--- config.mk ---
export PLATFORM = sky130hd
export DESIGN_NAME = instr_fetch_responder
export DESIGN_NICKNAME = d
export VERILOG_FILES = /design/src/rtl/instr_fetch_responder.sv
export SDC_FILE = /design/constraint.sdc
export NUM_CORES = 1
export LEC_CHECK = 0
export CAP_MARGIN = 0
export CORE_MARGIN = 8
export CORE_UTILIZATION = 25
export CTS_CLUSTER_SIZE = 25
export DETAILED_ROUTE_END_ITERATION = 7
export PLACE_DENSITY = 0.53
export SKIP_CTS_REPAIR_TIMING = 1
export SYNTH_ARGS = -nofsm -noshare
export SYNTH_HDL_FRONTEND = slang
export SYNTH_SLANG_ARGS = --single-unit
--- constraint.sdc ---
create_clock -name clk -period 8.5 [get_ports clk]
set_input_delay 2.125 -clock clk [delete_from_list [all_inputs] [get_ports clk]]
set_output_delay 2.125 -clock clk [all_outputs]
set_load 0.02 [all_outputs]
--- src/rtl/instr_fetch_responder.sv ---
// Single-line instruction fetch buffer: answers instruction-register fetches from a
// 32-byte line and refills that line from backing memory on a miss.
module instr_fetch_responder (
    input  logic         clk,
    input  logic         reset_n,
    input  logic         instr_read,
    input  logic [31:0]  instr_mem_address,
    output logic         instr_mem_resp,
    output logic [31:0]  instr_mem_rdata,
    input  logic         flush,
    output logic         pmem_read,
    output logic [31:0]  pmem_address,
    input  logic [255:0] pmem_rdata,
    input  logic         pmem_resp
);

    typedef enum logic [1:0] {
        IDLE,
        FILL,
        FILL_DISCARD,
        RESPOND
    } state_t;

    state_t        state;
    logic          valid;
    logic [26:0]   tag;
    logic [255:0]  data;
    logic [31:0]   req_addr;
    logic          resp_q;
    logic [31:0]   rdata_q;
    logic          hit;
    logic          line_we;
    logic          unused_addr_bits;

    function automatic logic [31:0] word_sel(input logic [255:0] line, input logic [2:0] idx);
        return line[{idx, 5'b0} +: 32];
    endfunction

    assign hit     = valid && (tag == instr_mem_address[31:5]);
    assign line_we = pmem_resp && ((state == FILL) || (state == FILL_DISCARD));

    // Byte offset within a word never selects anything; fetches are word-granular.
    assign unused_addr_bits = ^{instr_mem_address[1:0], req_addr[1:0]};

    // NOTE: the line storage has no reset; valid=0 guards it, so clearing 283 flops buys nothing.
    always_ff @(posedge clk) begin
        if (line_we) begin
            data <= pmem_rdata;
            tag  <= req_addr[31:5];
        end
    end

    // NOTE: all state uses non-blocking assignments so every register samples pre-edge values.
    always_ff @(posedge clk or negedge reset_n) begin
        if (!reset_n) begin
            state        <= IDLE;
            valid        <= 1'b0;
            req_addr     <= '0;
            resp_q       <= 1'b0;
            rdata_q      <= '0;
            pmem_read    <= 1'b0;
            pmem_address <= '0;
        end else begin
            case (state)
                IDLE: begin
                    resp_q  <= 1'b0;
                    rdata_q <= '0;
                    if (instr_read) begin
                        req_addr <= instr_mem_address;
                        if (hit) begin
                            state   <= RESPOND;
                            resp_q  <= 1'b1;
                            rdata_q <= word_sel(data, instr_mem_address[4:2]);
                        end else begin
                            state        <= FILL;
                            pmem_read    <= 1'b1;
                            pmem_address <= {instr_mem_address[31:5], 5'b0};
                        end
                    end
                end

                FILL: begin
                    if (pmem_resp) begin
                        valid     <= 1'b1;
                        pmem_read <= 1'b0;
                        if (flush) begin
                            state <= IDLE;
                        end else begin
                            state   <= RESPOND;
                            resp_q  <= 1'b1;
                            rdata_q <= word_sel(pmem_rdata, req_addr[4:2]);
                        end
                    end else if (flush) begin
                        // The memory transfer cannot be aborted; finish it but drop the answer.
                        state <= FILL_DISCARD;
                    end
                end

                FILL_DISCARD: begin
                    if (pmem_resp) begin
                        valid     <= 1'b1;
                        pmem_read <= 1'b0;
                        state     <= IDLE;
                    end
                end

                RESPOND: begin
                    resp_q  <= 1'b0;
                    rdata_q <= '0;
                    state   <= IDLE;
                end

                default: begin
                    state     <= IDLE;
                    resp_q    <= 1'b0;
                    rdata_q   <= '0;
                    pmem_read <= 1'b0;
                end
            endcase
        end
    end

    // A redirect arriving in the response cycle must suppress the strobe that same cycle.
    assign instr_mem_resp  = resp_q & ~flush;
    assign instr_mem_rdata = instr_mem_resp ? rdata_q : 32'h0;

    resp_fill_exclusive: assert property (@(posedge clk) disable iff (!reset_n)
        !(pmem_read && instr_mem_resp));

endmodule

======== Word-level counts from Yosys, hierarchy flattened ========
Index checks and enable logic that the tools add are counted.
word-level totals
  flip-flop bits (word level) ............. 379
  input bits .............................. 293
  output and inout port bits .............. 66
  word-level logic and storage cells ...... 60
operators by class
  equal/unequal tests ..................... 11
  shift-type cells ........................ 2
  muxes and demuxes ....................... 22
  bitwise logic cells ..................... 3
  reductions and logical operators ........ 13
operator list
  kind                  count
  $shiftx A256 B9 Y32   2
  $mux W32              5
  $pmux W32 S3          1
  $eq A27 B27 Y1        1
  $mux W2               6
  $ne A2 B2 Y1 const B  5
  $reduce_and A3 Y1     3
  $pmux W2 S4           1
  $mux W1               7
  $eq A2 B2 Y1 const B  2
  $reduce_and A2 Y1     2
  $reduce_and A4 Y1     1
  $ne A3 B3 Y1 const B  1
  $pmux W1 S3           1
  $reduce_bool A3 Y1    1
  $eq A2 B1 Y1 const B  1
  $logic_and A1 B1 Y1   2
  $logic_not A2 Y1      1
  $ne A2 B1 Y1 const B  1
  $not A1 Y1            2
  $pmux W1 S2           1
  $reduce_bool A2 Y1    1
  $reduce_or A2 Y1      1
  $and A1 B1 Y1         1
  $logic_or A1 B1 Y1    1

======== Logic depth before layout (Yosys ltp) ========
  word-level depth ........................ 5
  gate-level depth with buffers ........... 8
  mapped depth without buffers ............ 6

======== Least setup slack after synthesis ========
OpenSTA, ideal clock, no wires.
  path type ............................... input to register
  start ................................... in pmem_resp
  end ..................................... reg valid
  library setup time ...................... 0.108 ns
  arrival time ............................ 9.162 ns
  required time ........................... 8.392 ns
  slack ................................... -0.770 ns
  cell stages on the path ................. 2
  buffers on the path ..................... 0
  path through ............................ and2_1 or2_2
on the way
  cells in the longest elaborated chain, start to end .. 1
RTL lines
  what                         RTL line  text
  start, declared              14        input logic pmem_resp
  $reduce_and A2 Y1 (no line)  -
  end signal, assigned         57        valid <= 1'b0;
  end signal, assigned         84        valid <= 1'b1;
  end signal, assigned         101       valid <= 1'b1;
  end, declared                25        logic valid;
No other way between the ends.
A chain may end at the register's enable or synchronous reset.

======== Worst setup path after layout ========
  start ................................... in flush
  end ..................................... out instr_mem_rdata[17]
on the way
  cells in the longest elaborated chain, start to end .. 3
RTL lines
  what             RTL line  text
  start, declared  10        input logic flush,
  $not A1 Y1       124       assign instr_mem_resp = resp_q & ~flush;
  $and A1 B1 Y1    124
  $mux W32         125       assign instr_mem_rdata = instr_mem_resp ? rdata_q : 32'h0;
  end, declared    9         output logic [31:0] instr_mem_rdata,
No other way between the ends.

==> results.ini <==
[sta]
setup_viol=0
skew_ps=28.5
fin_crit_sh_pct=76.8
fmax_mhz=153
drv_slew=0
period_needed_ps=6530
hold_violations=0
relSlewSlack_pct=18.1
rsz0062_at_grt=false
worstMarginPinSlew_ps=1230
totalNegativeSetupSlack_ps=0

[status]
outcome=complete, no violations

[critical_path]
crit_fanout=34
critPathTopFamily=simple AND/OR/NAND/NOR gates
worst-r2r-setup-slack_ps=5440
worstPathCellList=clkdlybuf4s50_1, nor2_4, and2_1, clkdlybuf4s50_1
critical_path_buf_inv_count=2
reg2reg_from=req_addr[2]$_DFFE_PN0P_
critPathKind=input pin to primary output
max_stage_delay_ps=880
cpMaxStageDelayCell=nor2_4
worstRegToRegCells=5
timing.rr.end=rdata_q[30]$_DFFE_PN0P_
path_depth=4
worst_setup_path_end_kind=primary output
crit_required_ps=6380
arrival_ps=4400
cp_common_cell=clkdlybuf4s50_1
cp-start-kind=input pin

[clock_network]
cts.path.max_buffers=3
cts_htree_levels=2
clkTransAtPathRegs_ps=50
cts_inserted_buffers=46
ctsRootBufferMaster=clkbuf_16
insertion_delay_ps=570
numClockSinks=377
cts_tree=done

[detailed_routing]
drc=0
route.vias.total=9624
viasPerCell=4.54
firstDrtPassIters=5
routed_wl_mm=49.6
first_iter_violations=633
final_antenna_net_count=0
routedWlPerCell_um=23.4

[place]
numPlacedInstances=2029
place_congestion=0.740
hpwlAfterDp_mm=32.8
portBuffers=351

[synthesis]
synth_edf_count=283
postSynthCellCount=857
ys_ff_latch=377
syn_avg_cell_area_um2=19.4
async_flop_share_pct=24.9
synth-seq-area-share_pct=65.4
syn_area_um2=16600
yosys_warnings=0
synth_cell_types=36
synth-main-ff-cell=edfxtp_1

[layout]
layout_common_cells=347 x clkdlybuf4s50_1, 283 x edfxtp_1, 128 x mux4_2, 91 x dfrtp_1, 69 x mux2_2
fin_nets=1512
multi_input_area_um2=5470
synthToLayoutAreaGrowth_pct=35.7
final_cells=2118
final_common_cell=clkdlybuf4s50_1
drive_above_1_share_pct=24.8
num-fill-cells=6234
regArea_um2=10900

[min_path]
hold_path_end=tag[0]$_DFFE_PP_
hold_depth=0
hp-start=req_addr[5]$_DFFE_PN0P_
hp-class=flop to flop

[pwr]
powerDensity_nw_per_um2=320
peakVddDrop_uv=304
p_leak_nw=7.79

[floorplanning]
io_pins=359
rows=94
dieArea_um2=74900
start_util_pct=25.2
die_width_um=274
core_area_um2=65700
die_y_um=274

[global_routing]
grt_usage_pct=13.0
antenna_found_initial=8
overflow=0
grt_max_degree=158
grt_pass1_vias=10900
grt_pass1_wl_mm=73.1

[flow_run]
maxCapViolations=0

## Yosys cell counts, drive strengths merged, types with 9 or more instances
library cell	count	area share (%)
a22oi	32	1.4
dfrtp	94	14
mux2i	32	1.9
o21ai	32	0.97
edfxtp	283	51
xnor2	27	1.4
mux2	89	6.5
buf	31	1.0
nand4	9	0.34
clkbuf	28	0.66
and2	33	1.2
mux4	128	17
## layer usage
| metal | track usage [%] | vias to the layer above | share of wire [%] |
|---|---|---|---|
| met5 | 0 | - | 0.054 |
| met4 | 3.33 | 4 | 1.9 |
| met3 | 3.83 | 61 | 6.9 |
| met2 | 21.1 | 335 | 48 |
| met1 | 16.7 | 4997 | 43 |
| li1 | - | 4227 | - |
## flip-flops by register name, summed over array words and instances, names as in the netlist
signal,count
state,2
tag,27
pmem_address,27
req_addr,30
resp_q,1
data,256
pmem_read,1
rdata_q,32
valid,1
## per-stage QoR
stage / hold slack, ps / power [mW] / cell area (µm²) / utilization [%] / worst slack, ps
finish: 444 / 7.20 / 22500 / 34.2 / 1970
global route: 457 / 7.61 / 22500 / 34.2 / 1760
CTS: 446 / 7.36 / 22500 / 34.2 / 1850
detailed placement: 429 / 5.43 / 21000 / 32.0 / 1870
global placement: 424 / 5.37 / 21000 / 32.0 / 1910
floorplan: 419 / 4.59 / 16600 / - / 2440
## area by class of cell
class | count | area share, %
Clock buffer | 67 | 5.87
Tap cell | 864 | 4.80
Sequential cell | 377 | 48.2
Clock inverter | 17 | 0.511
Antenna cell | 4 | 0.0445
Multi-Input combinational cell | 418 | 24.3
Inverter | 7 | 0.117
Timing Repair Buffer | 364 | 16.1
## power by group
part / switching, mW / total, mW / internal [mW]
Sequential: 0.312 / 3.09 / 2.78
Combinational: 1.11 / 2.24 / 1.14
Clock: 0.767 / 1.87 / 1.10
## how the worst max path moves through the flow
stage | startpoint | to | slack [ps]
after floorplan | pmem_resp | valid$_DFFE_PN0P_ | 2440
final | flush | instr_mem_rdata[17] | 1970
after global placement | flush | instr_mem_rdata[18] | 1910
after detailed placement | flush | instr_mem_rdata[17] | 1870
after global routing | flush | instr_mem_rdata[31] | 1760
after CTS | flush | instr_mem_rdata[17] | 1850
## cells by family after synthesis
group	Yosys count	share of synthesized area (%)
AOI/OAI and AO/OA	77	3.03
xor gates and xnor gates	27	1.43
adders and majority gates	5	0.377
buffers and inverters	66	1.86
DFF	377	65.4
muxes	249	25.8
other	1	0.0226
and+or+nand+nor	55	2.10
Note: power is estimated with default switching activity, not from simulation.
